--- config.mk ---
export PLATFORM = sky130hd
export DESIGN_NAME = branch_predictor_gshare_flat
export DESIGN_NICKNAME = d
export VERILOG_FILES = /design/src/rtl/branch_predictor_gshare_if.sv /design/src/rtl/branch_predictor_gshare.sv /design/src/flat_wrapper.sv
export SDC_FILE = /design/constraint.sdc
export NUM_CORES = 1
export LEC_CHECK = 0
export BUFFER_PORTS_ARGS = -buffer_cell sky130_fd_sc_hd__buf_2
export CAP_MARGIN = 30
export CORE_ASPECT_RATIO = 0.75
export CORE_MARGIN = 3
export CORE_UTILIZATION = 25
export DETAILED_ROUTE_END_ITERATION = 10
export GPL_TIMING_DRIVEN = 0
export PLACE_DENSITY = 0.48
export SLEW_MARGIN = 5
export SYNTH_ARGS = -nofsm -noshare
export SYNTH_HDL_FRONTEND = slang
export SYNTH_SLANG_ARGS = --single-unit
--- constraint.sdc ---
create_clock -name clk_in -period 5.6 [get_ports clk_in]
set_input_delay 0.56 -clock clk_in [delete_from_list [all_inputs] [get_ports clk_in]]
set_output_delay 0.56 -clock clk_in [all_outputs]
set_load 0.01 [all_outputs]
--- src/rtl/branch_predictor_gshare_if.sv ---
// Lookup, prediction and resolved-branch update signals of the branch predictor.
// The master drives lookups and updates, and the slave (the predictor) returns predictions.
interface branch_predictor_gshare_if;
  logic        lkp_valid;
  logic [31:0] lkp_pc;
  logic        pred_valid;
  logic        pred_taken;
  logic        pred_hit;
  logic [31:0] pred_target;
  logic        upd_valid;
  logic [31:0] upd_pc;
  logic        upd_taken;
  logic [31:0] upd_target;

  modport master (
    output lkp_valid, lkp_pc, upd_valid, upd_pc, upd_taken, upd_target,
    input  pred_valid, pred_taken, pred_hit, pred_target
  );

  modport slave (
    input  lkp_valid, lkp_pc, upd_valid, upd_pc, upd_taken, upd_target,
    output pred_valid, pred_taken, pred_hit, pred_target
  );
endinterface

--- src/rtl/branch_predictor_gshare.sv ---
// Gshare/bimodal direction predictor made of a table of saturating counters and a tagged target buffer.
// It answers a lookup one cycle later, and an update trains the counters, the history and the buffer.
module branch_predictor_gshare #(
  parameter int IDX_W     = 6,
  parameter int CNT_W     = 2,
  parameter int HIST_W    = 6,
  parameter int MODE      = 1,
  parameter int BTB_IDX_W = 4,
  parameter int TAG_W     = 8
) (
  input  logic                      clk_in,
  input  logic                      rst_in,
  input  logic                      rdy_in,
  branch_predictor_gshare_if.slave  bus
);
  localparam int PT_SIZE  = 1 << IDX_W;
  localparam int BTB_SIZE = 1 << BTB_IDX_W;
  localparam logic [CNT_W-1:0] CNT_MAX  = '1;
  localparam logic [CNT_W-1:0] CNT_INIT = CNT_MAX >> 1;

  logic [CNT_W-1:0]    cnt_reg [PT_SIZE];
  logic [HIST_W-1:0]   ghr_reg;
  logic [BTB_SIZE-1:0] btb_valid_reg;
  logic [TAG_W-1:0]    btb_tag_reg [BTB_SIZE];
  logic [31:0]         btb_target_reg [BTB_SIZE];

  logic        pred_valid_reg;
  logic        pred_taken_reg;
  logic        pred_hit_reg;
  logic [31:0] pred_target_reg;

  logic [IDX_W-1:0]     lkp_idx;
  logic [IDX_W-1:0]     upd_idx;
  logic [BTB_IDX_W-1:0] lkp_bidx;
  logic [BTB_IDX_W-1:0] upd_bidx;
  logic [TAG_W-1:0]     lkp_tag;
  logic [TAG_W-1:0]     upd_tag;
  logic                 lkp_hit;
  logic                 upd_fire;
  logic [CNT_W-1:0]     cnt_upd_cur;
  logic [CNT_W-1:0]     cnt_upd_next;
  logic [HIST_W:0]      ghr_shift;
  logic [HIST_W-1:0]    ghr_next;
  logic                 unused_pc_bits;

  function automatic logic [IDX_W-1:0] pt_index(input logic [31:0] pc,
                                                input logic [HIST_W-1:0] ghr);
    logic [IDX_W-1:0] pcidx;
    pcidx = pc[IDX_W+1:2];
    if (MODE == 1) return pcidx ^ IDX_W'(ghr);
    return pcidx;
  endfunction

  // Lookup and update both index with the history held before this edge.
  assign lkp_idx  = pt_index(bus.lkp_pc, ghr_reg);
  assign upd_idx  = pt_index(bus.upd_pc, ghr_reg);
  assign lkp_bidx = bus.lkp_pc[BTB_IDX_W+1:2];
  assign upd_bidx = bus.upd_pc[BTB_IDX_W+1:2];
  assign lkp_tag  = bus.lkp_pc[BTB_IDX_W+TAG_W+1:BTB_IDX_W+2];
  assign upd_tag  = bus.upd_pc[BTB_IDX_W+TAG_W+1:BTB_IDX_W+2];
  assign lkp_hit  = btb_valid_reg[lkp_bidx] && (btb_tag_reg[lkp_bidx] == lkp_tag);
  assign upd_fire = rdy_in && bus.upd_valid;

  assign unused_pc_bits = ^{bus.lkp_pc, bus.upd_pc};

  assign cnt_upd_cur = cnt_reg[upd_idx];
  assign ghr_shift   = {ghr_reg, bus.upd_taken};
  assign ghr_next    = ghr_shift[HIST_W-1:0];

  always_comb begin
    cnt_upd_next = cnt_upd_cur;
    if (bus.upd_taken) begin
      if (cnt_upd_cur != CNT_MAX) cnt_upd_next = cnt_upd_cur + 1'b1;
    end else if (cnt_upd_cur != '0) begin
      cnt_upd_next = cnt_upd_cur - 1'b1;
    end
  end

  always_ff @(posedge clk_in) begin
    if (!rst_in) begin
      for (int i = 0; i < PT_SIZE; i++) cnt_reg[i] <= CNT_INIT;
      ghr_reg <= '0;
    end else if (upd_fire) begin
      cnt_reg[upd_idx] <= cnt_upd_next;
      ghr_reg          <= ghr_next;
    end
  end

  always_ff @(posedge clk_in) begin
    if (!rst_in) begin
      btb_valid_reg <= '0;
    end else if (upd_fire && bus.upd_taken) begin
      btb_valid_reg[upd_bidx] <= 1'b1;
    end
  end

  // Tag and target need no reset because the valid bits qualify them.
  always_ff @(posedge clk_in) begin
    if (rst_in && upd_fire && bus.upd_taken) begin
      btb_tag_reg[upd_bidx]    <= upd_tag;
      btb_target_reg[upd_bidx] <= bus.upd_target;
    end
  end

  always_ff @(posedge clk_in) begin
    if (!rst_in) begin
      pred_valid_reg  <= 1'b0;
      pred_taken_reg  <= 1'b0;
      pred_hit_reg    <= 1'b0;
      pred_target_reg <= '0;
    end else if (rdy_in) begin
      pred_valid_reg <= bus.lkp_valid;
      if (bus.lkp_valid) begin
        pred_hit_reg    <= lkp_hit;
        pred_taken_reg  <= lkp_hit && cnt_reg[lkp_idx][CNT_W-1];
        pred_target_reg <= lkp_hit ? btb_target_reg[lkp_bidx] : 32'd0;
      end else begin
        pred_hit_reg    <= 1'b0;
        pred_taken_reg  <= 1'b0;
        pred_target_reg <= '0;
      end
    end
  end

  assign bus.pred_valid  = pred_valid_reg;
  assign bus.pred_taken  = pred_taken_reg;
  assign bus.pred_hit    = pred_hit_reg;
  assign bus.pred_target = pred_target_reg;
endmodule
--- src/flat_wrapper.sv ---
// flat-port wrapper written by rule: the top's interface ports become plain ports
module branch_predictor_gshare_flat 
#(
  parameter int IDX_W     = 6,
  parameter int CNT_W     = 2,
  parameter int HIST_W    = 6,
  parameter int MODE      = 1,
  parameter int BTB_IDX_W = 4,
  parameter int TAG_W     = 8
)
  (clk_in, rst_in, rdy_in, bus_lkp_valid, bus_lkp_pc, bus_upd_valid, bus_upd_pc, bus_upd_taken, bus_upd_target, bus_pred_valid, bus_pred_taken, bus_pred_hit, bus_pred_target);
  branch_predictor_gshare_if bus_i ();
  input  logic clk_in;
  input  logic rst_in;
  input  logic rdy_in;
  input wire logic [$bits(bus_i.lkp_valid)-1:0] bus_lkp_valid;
  input wire logic [$bits(bus_i.lkp_pc)-1:0] bus_lkp_pc;
  input wire logic [$bits(bus_i.upd_valid)-1:0] bus_upd_valid;
  input wire logic [$bits(bus_i.upd_pc)-1:0] bus_upd_pc;
  input wire logic [$bits(bus_i.upd_taken)-1:0] bus_upd_taken;
  input wire logic [$bits(bus_i.upd_target)-1:0] bus_upd_target;
  output wire logic [$bits(bus_i.pred_valid)-1:0] bus_pred_valid;
  output wire logic [$bits(bus_i.pred_taken)-1:0] bus_pred_taken;
  output wire logic [$bits(bus_i.pred_hit)-1:0] bus_pred_hit;
  output wire logic [$bits(bus_i.pred_target)-1:0] bus_pred_target;
  assign bus_i.lkp_valid = bus_lkp_valid;
  assign bus_i.lkp_pc = bus_lkp_pc;
  assign bus_i.upd_valid = bus_upd_valid;
  assign bus_i.upd_pc = bus_upd_pc;
  assign bus_i.upd_taken = bus_upd_taken;
  assign bus_i.upd_target = bus_upd_target;
  assign bus_pred_valid = bus_i.pred_valid;
  assign bus_pred_taken = bus_i.pred_taken;
  assign bus_pred_hit = bus_i.pred_hit;
  assign bus_pred_target = bus_i.pred_target;
  branch_predictor_gshare #(.IDX_W(IDX_W), .CNT_W(CNT_W), .HIST_W(HIST_W), .MODE(MODE), .BTB_IDX_W(BTB_IDX_W), .TAG_W(TAG_W)) u_core (.clk_in(clk_in), .rst_in(rst_in), .rdy_in(rdy_in), .bus(bus_i));
endmodule
; ---- Yosys cells after proc, flatten, opt, wreduce, memory -nomap -nowiden
; Memories as Yosys holds them, arrays and structs flattened.
; Index checks and enable logic that the tools add are counted.
[word_totals]
n_memories = 3
elab_cells = 48
out_inout_bits = 35
regBits = 57
in_bits = 102
ramBits = 768
[classes]
n_lt_le_gt_ge = 3
bitwise_logic = 3
add_sub_neg = 2
mux = 20
reduce_logical = 9
eq_ne = 2
[memory_table]
columns = name, words, width, read_ports, rd_clocked_by_memory_dff, wr, line
row1 = u_core.btb_target_reg, 16, 32, 1, 0, 1, branch_predictor_gshare.sv:25  ; logic [31:0] btb_target_reg [BTB_SIZE];
row2 = u_core.btb_tag_reg, 16, 8, 1, 0, 1, branch_predictor_gshare.sv:24  ; logic [TAG_W-1:0] btb_tag_reg [BTB_SIZE];
row3 = u_core.cnt_reg, 64, 2, 2, 0, 64, branch_predictor_gshare.sv:21  ; logic [CNT_W-1:0] cnt_reg [PT_SIZE];
[op_table]
columns = cell, n
row1 = 32-bit two-way mux, 2
row2 = 16-bit bitwise OR, 1
row3 = 6-bit XOR, 2
row4 = 1-bit two-way mux, 11
row5 = 4-bit by 5-bit < comparator with 1-bit output (second input constant), 2
row6 = 8-bit == test, 1
row7 = 2-bit two-way mux, 4
row8 = 1-bit logical AND, 7
row9 = 6-bit two-way mux, 1
row10 = 1-bit binary-select mux with 4-bit select, 1
row11 = 1-bit demux with 4-bit select, 1
row12 = 4-bit by 1-bit greater-or-equal comparator with 1-bit output (second input constant), 1
row13 = 2-bit by 1-bit adder with 2-bit output (second input constant), 1
row14 = 2-bit inequality test (second input constant), 1
row15 = 2-bit nonzero test, 1
row16 = 2-bit OR reduction, 1
row17 = 2-bit by 1-bit subtractor with 2-bit output (second input constant), 1

; ---- Depth between registers and ports, before layout
; Gate-level depths: netlist of the first run.
[depth]
depth_word = 6
mapped_depth = 13

; ---- Worst setup path before layout of the first run
; Ideal clock, no wire load.
[synth_timing]
kind = input -> register
from = in rdy_in
to = mem u_core.btb_tag_reg[8][0], enable pin
setup_ns = 0.439
path_buffers = 1
stages = 4
slack_ns = 2.067
arrival_ns = 3.094
cell_sequence = clkbuf_1 > nand3_1 > or3_1 > nor2_1
[synth_via]
elab_chain_len = 5
[synth_rtl]
columns = item, line
row1 = "start, declared", flat_wrapper.sv:15  ; input logic rdy_in;
row2 = 1-bit logical AND, branch_predictor_gshare.sv:62  ; assign upd_fire = rdy_in && bus.upd_valid;
row3 = 1-bit logical AND (2 in a row), branch_predictor_gshare.sv:99  ; if (rst_in && upd_fire && bus.upd_taken) begin
row4 = 1-bit two-way mux, branch_predictor_gshare.sv:99
row5 = 1-bit two-way mux (not written as such), branch_predictor_gshare.sv:100  ; btb_tag_reg[upd_bidx] <= upd_tag;
row6 = "end, declared", branch_predictor_gshare.sv:24
; No other way between the ends.

==> results of run 1 <==
worst max-delay path, delay by kind of cell, from the launching register on:
kind,cells,cell delay (ns)
XOR/XNOR,1,0.59
AND/OR/NAND/NOR,4,1.41
buffers and inverters,4,1.87
flip-flops,1,0.32
cells in the mapped netlist (all sizes together), types with 8 or more instances:
cell type and instances:
nor2 94, mux4 243, nand2 238, buf 50, nor3 11, mux2i 8
clkbuf 69, edfxtp 768, dfxtp 57, xnor2 20, nand3 113, a21o 16
xor2 10
routing by layer:
| metal | up-vias | part of all wire (%) |
|---|---|---|
| met5 | - | 0.028 |
| met4 | 4 | 2.5 |
| met3 | 169 | 6.2 |
| met2 | 654 | 49 |
| met1 | 9545 | 42 |
| li1 | 7568 | - |
worst paths after layout:
kind                           endpoint  cells past startpoint
min               u_core.bus.pred_valid                      3
max               u_core.cnt_reg[21][1]                      9
min reg2reg  u_core.bus.pred_target[26]                      2
max reg2reg       u_core.cnt_reg[21][1]                      9
power groups by stage:
| stage | combinational (mW) | clock (mW) | sequential (mW) |
|---|---|---|---|
| 6_report | 0.859 | 5.77 | 6.78 |
| 5_1_grt | 0.915 | 6.16 | 6.78 |
| 4_1_cts | 0.868 | 5.93 | 6.78 |
| 3_5_place_dp | 0.865 | 0 | 6.91 |
| 3_3_place_gp | 0.829 | 0 | 6.91 |
| 2_1_floorplan | 0.534 | 0 | 6.91 |
kinds of logic after synthesis:
kind of cell             count (synthesis)  synth area share [%]
adder cells (fa/ha/maj)                  2                0.0668
flip-flops                             825                  71.8
buffers and inverters                  121                  1.96
AO/OA/AOI/OAI                           56                  1.21
multiplexers                           257                  16.7
XOR/XNOR                                30                 0.858
AND/OR/NAND/NOR                        481                  7.36
area by class of cell:
type	instances	area (sq um)	area share [%]
antenna	5	12.5	0.0310
buffer	119	653	1.62
clock buffer	120	2400	5.94
clock inverter	38	464	1.15
inverter	2	7.51	0.0186
multi-input combinational	826	8970	22.2
sequential	825	24200	59.9
tap	1755	2200	5.44
timing repair buffer	144	1470	3.65
metrics by stage:
stage               util, %  instance area (sq um)  setup TNS [ns]  hold slack, ns  instances
detailed placement     28.3                  37500               0           0.429       3669
CTS                    30.4                  40400               0           0.162       3827
global placement       27.4                  36300         -630.93           0.429       3618
floorplan                 -                  33700               0           0.421       1772
global route           30.5                  40400               0           0.211       3830
finish                 30.5                  40400               0           0.212       3834
==> impl_metrics.tcl, run 1 <==
set metrics [dict create \
    die_x_microns 430 \
    area_growth_pct 19.8 \
    status "finished, final reports clean" \
    avg_wl_per_cell_microns 24.8 \
    antenna_violations_before_repair 12 \
    routed-via-count 17940 \
    timing.final.crit_share_pct 79.6 \
    numPortBuffers 91 \
    ys_dominant_reg_cell "sky130_fd_sc_hd__edfxtp_1" \
    globalRouteTotalUtil_pct 13.6 \
    grt_util_met2_pct 22.9 \
    num_io_pins 137 \
    syn_inst_count 1772 \
    routabilityCongestion 0.848 \
    cell_row_count 115 \
    grt_max_degree 19 \
    clk-insertion-delay-late_ns 0.69 \
    mappedNetlistArea_sq_um 33700 \
    synth_largest_area_cell "sky130_fd_sc_hd__edfxtp_1" \
    drtIter0Drc 1436 \
    worst-path-max-fanout 10 \
    hold_wc_startpoint "bus_lkp_valid" \
    fp.dieH_microns 324 \
    tightest_slew_ns 1.07 \
    syn_nets 1874 \
    drt-total-wl_mm 95.2 \
    asyncSetResetFlopFracSynth_pct 0 \
    switching_share_pct 22.2 \
    final_cell_mix "sky130_fd_sc_hd__edfxtp_1, sky130_fd_sc_hd__mux4_2, sky130_fd_sc_hd__nand2_1, sky130_fd_sc_hd__buf_2, sky130_fd_sc_hd__nand3_1" \
    critical_path.startpoint "u_core.ghr_reg[2]" \
    cts-root-to-sink-buffers 3 \
    final.setup_skew_ns 0.0730 \
    timing.max_slew.rel_slack_pct 28.2 \
    fillerInstances 12840 \
    htree_num_levels 3 \
    postCtsResizedCells 0 \
    start_util_pct 25.4 \
    grt_util_met1_pct 17.9 \
    dp_worst_setup_slack_ns 0.873 \
    design.die.area_sq_um 139000 \
    power.density_nw_per_um2 332 \
    cp_slowest_cell "sky130_fd_sc_hd__clkbuf_1" \
    synth.distinct_cells 56 \
    vdd_ir_drop_max_mv 0.223 \
    worstPathCellList "clkbuf_2 > xor2_1 > buf_2 > clkbuf_1 > nand2b_1 > nor3_2 > clkbuf_1 > nand2_1 > nand2_1" \
    drtPass1Iterations 5 \
    total_switching_power_mw 2.98 \
    fraction_of_layout_cells_with_a_size_suffix_above_1_pct 31.7 \
    route.antenna.remaining_nets 0 \
    dp_hpwl_mm 64.2 \
    final-setup-viol-count 0 \
    post-cts-setup-buffers 0 \
    numCtsBuffers 85 \
    worstReg2RegStart "u_core.ghr_reg[2]" \
    crit_arrival_ns 4.85 \
    grt.overflow.total 0 \
    max_cap_viol_count 0 \
    r2r_setup_slack_ns 1.14 \
    fmax_ghz 0.224 \
    p_clk_share_pct 43.0 \
    ys_seq_area_share_pct 71.8 \
    synthesis.yosys.warnings 0 \
    globalRouteMet3Util_pct 2.79 \
    grt-busiest-layer "met2" \
    cts_tree "done" \
    post-route-drc-count 0 \
    grt_pass1_vias 18678 \
    viasPerCell 4.68 \
    path_class "flop to flop" \
    final.min_clock_period_ns 4.46 \
    finalHoldViolCount 0 \
    grt_first_pass_wirelength_mm 136 \
    comb_power_share_pct 6.4 \
    largest_register_ff_count 512 \
    clk_pin_slew_ns 0.06 \
    nNetsFinal 2105 \
    grt_setup_unrepaired "false" \
    timing.critical_path.from_type "flop" \
    worst_slack_ns 1.14 \
    hold_class "input port to flop" \
    yosys.area.top_type_share_pct 68.4 \
    root_buffer "sky130_fd_sc_hd__clkbuf_16" \
    syn_area_per_cell_sq_um 19.0 \
    power.leakage_nw 12.7 \
    cellInternalPower_mw 10.4 \
    cpPeakStageDelay_ns 0.81 \
    number_of_flops_mapped_to_enable_cells_by_yosys 768 \
    cp-end-kind "flop" \
    cts.sinks 825 \
    power.share.sequential_pct 50.5 \
    postSynthRegisterBits 825 \
    placeableCoreArea_sq_um 133000 \
    timing.critical_path.required_ns 5.99 \
    final-max-slew-violation-count 0 \
    total_power_mw 13.4 \
    postCtsHoldBufs 0 \
    most_frequent_standard_cell_in_the_layout_excluding_fill_and_tap_cells "sky130_fd_sc_hd__edfxtp_1" \
    top_post_synthesis_cells_by_area "sky130_fd_sc_hd__edfxtp_1, sky130_fd_sc_hd__mux4_2, sky130_fd_sc_hd__dfxtp_1" \
]
Power figures use the tool's default switching activity.
==> run 2: changes to the inputs <==
--- a/config.mk
+++ b/config.mk
@@ -12,7 +12,7 @@
 export CORE_UTILIZATION = 25
 export DETAILED_ROUTE_END_ITERATION = 10
 export GPL_TIMING_DRIVEN = 0
-export PLACE_DENSITY = 0.48
+export PLACE_DENSITY = 0.49
 export SLEW_MARGIN = 5
 export SYNTH_ARGS = -nofsm -noshare
 export SYNTH_HDL_FRONTEND = slang
==> constraint.sdc (replaced) <==
create_clock -name clk_in -period 3.8 [get_ports clk_in]
set_input_delay 0.38 -clock clk_in [delete_from_list [all_inputs] [get_ports clk_in]]
set_output_delay 0.38 -clock clk_in [all_outputs]
set_load 0.01 [all_outputs]
==> impl_metrics.tcl, run 2 (same netlist as run 1, synthesis figures left out) <==
set metrics [dict create \
    cp_slowest_cell "sky130_fd_sc_hd__clkdlybuf4s15_1" \
    switching_share_pct 22.2 \
    final.setup_skew_ns 0.0508 \
    drtIter0Drc 1663 \
    root_buffer "sky130_fd_sc_hd__clkbuf_16" \
    cellInternalPower_mw 15.3 \
    vdd_ir_drop_max_mv 0.317 \
    hold_class "input port to flop" \
    fin_hold_ws_ns 0.0708 \
    dpl.cell_count 3670 \
    fraction_of_layout_cells_with_a_size_suffix_above_1_pct 32.4 \
    worstPathCellList "clkbuf_2 > xor2_2 > buf_2 > clkbuf_1 > or2_2 > nor2_1 > clkdlybuf4s15_1 > nand2_1 > nand2_1" \
    path_class "flop to flop" \
    area_growth_pct 19.9 \
    nNetsFinal 2104 \
    drtPass1Iterations 5 \
    most_frequent_standard_cell_in_the_layout_excluding_fill_and_tap_cells "sky130_fd_sc_hd__edfxtp_1" \
    power.share.sequential_pct 50.8 \
    timing.critical_path.required_ns 4.16 \
    clk-insertion-delay-late_ns 0.68 \
    cts_tree "done" \
    total_switching_power_mw 4.38 \
    cpLargestDelayFamily "buffers and inverters" \
    final_cell_mix "sky130_fd_sc_hd__edfxtp_1, sky130_fd_sc_hd__mux4_2, sky130_fd_sc_hd__nand2_1, sky130_fd_sc_hd__buf_2, sky130_fd_sc_hd__nand3_1" \
    cp-end-kind "flop" \
    timing.final.crit_share_pct 97.9 \
    dp_hpwl_mm 63.3 \
    die_x_microns 430 \
    max_cap_viol_count 0 \
    finalHoldViolCount 0 \
    route.antenna.remaining_nets 0 \
    status "finished, final reports clean" \
    start_util_pct 25.4 \
    comb_power_share_pct 6.4 \
    largest_register_ff_count 512 \
    numPortBuffers 91 \
    utilization_pct 30.5 \
    final-max-slew-violation-count 0 \
    clk_pin_slew_ns 0.06 \
    timing.critical_path.from_type "flop" \
    routed-via-count 17747 \
    critical-path-top-cell-by-count "sky130_fd_sc_hd__nand2_1" \
    worst-path-max-fanout 10 \
    grt_pass1_vias 18512 \
    routabilityCongestion 0.862 \
    cts-root-to-sink-buffers 3 \
    globalRouteTotalUtil_pct 13.5 \
    crit_arrival_ns 4.08 \
    post-cts-setup-buffers 0 \
    htree_num_levels 3 \
    cpPeakStageDelay_ns 0.79 \
    num_io_pins 137 \
    grt_max_degree 20 \
    grt_first_pass_wirelength_mm 135 \
    avg_wl_per_cell_microns 24.6 \
    fp.dieH_microns 324 \
    final-setup-viol-count 0 \
    final_cells 3828 \
    drt-total-wl_mm 94.3 \
    grt.overflow.total 0 \
    fmax_ghz 0.269 \
    numCtsBuffers 83 \
    power.density_nw_per_um2 487 \
    power.leakage_nw 12.7 \
    timing.max_slew.rel_slack_pct 32.1 \
    viasPerCell 4.64 \
    post-route-drc-count 0 \
    crit_buf_inv 4 \
    cell_row_count 115 \
    design.die.area_sq_um 139000 \
    antenna_violations_before_repair 15 \
    tightest_slew_ns 1.02 \
    p_clk_share_pct 42.8 \
    cts.sinks 825 \
    placeableCoreArea_sq_um 133000 \
    final.min_clock_period_ns 3.72 \
]
==> run 2: cell type report <==
cell class	instances	area [sq um]
fillers	12784	92100
flip-flops and latches	825	24200
multi-input cells	826	9060
clock buffers	109	2290
well taps	1755	2200
repair buffers	147	1440
plain buffers	117	663
clock inverters	44	541
inverters	2	7.51
diodes	3	7.51
==> run 2: metrics by stage <==
step	power [mW]	setup TNS, ns	worst slack [ns]	area (sq um)
finish	19.7	0	0.0816	40400
global placement	11.4	-1782.24	-2.96	36300
CTS	19.9	0	0.00129	40300
floorplan	11.0	0	0.447	33700
detailed placement	11.5	-33.66	-0.602	37400
global route	20.3	-0.00891	-0.00304	40400
==> run 2: final timing paths <==
| path | from | endpoint | slack [ns] | cells after the start |
|---|---|---|---|---|
| max reg2reg | u_core.ghr_reg[2] | u_core.cnt_reg[26][1] | 0.08 | 9 |
| min reg2reg | u_core.bus.pred_target[11] | u_core.bus.pred_target[11] | 0.43 | 2 |
| min | bus_upd_target[23] | u_core.btb_target_reg[7][23] | 0.07 | 1 |
| max | u_core.ghr_reg[2] | u_core.cnt_reg[26][1] | 0.08 | 9 |
==> run 2: power by group through the flow <==
stage	Sequential (mW)	Combinational [mW]	Clock, mW
after floorplan	10.2	0.787	0
after global placement	10.2	1.22	0
after detailed placement	10.2	1.27	0
after CTS	9.99	1.27	8.63
after global routing	9.99	1.36	8.96
final	9.99	1.27	8.42
==> run 2: repair_timing <==
action	4_1_cts	5_1_grt
cloned	0	0
setup endpoints to repair	85	140
pin swaps	0	2
hold endpoints to repair	1	0
hold buffers	1	0
resized for setup	9	13
==> run 2: routing by layer <==
| metal | up-vias | routed length, microns | GRT usage, % |
|---|---|---|---|
| li1 | 7590 | - | - |
| met4 | 10 | 2310 | 3.64 |
| met1 | 9323 | 39200 | 17.6 |
| met3 | 184 | 6340 | 3.09 |
| met5 | - | 79 | 0 |
| met2 | 640 | 46300 | 22.8 |
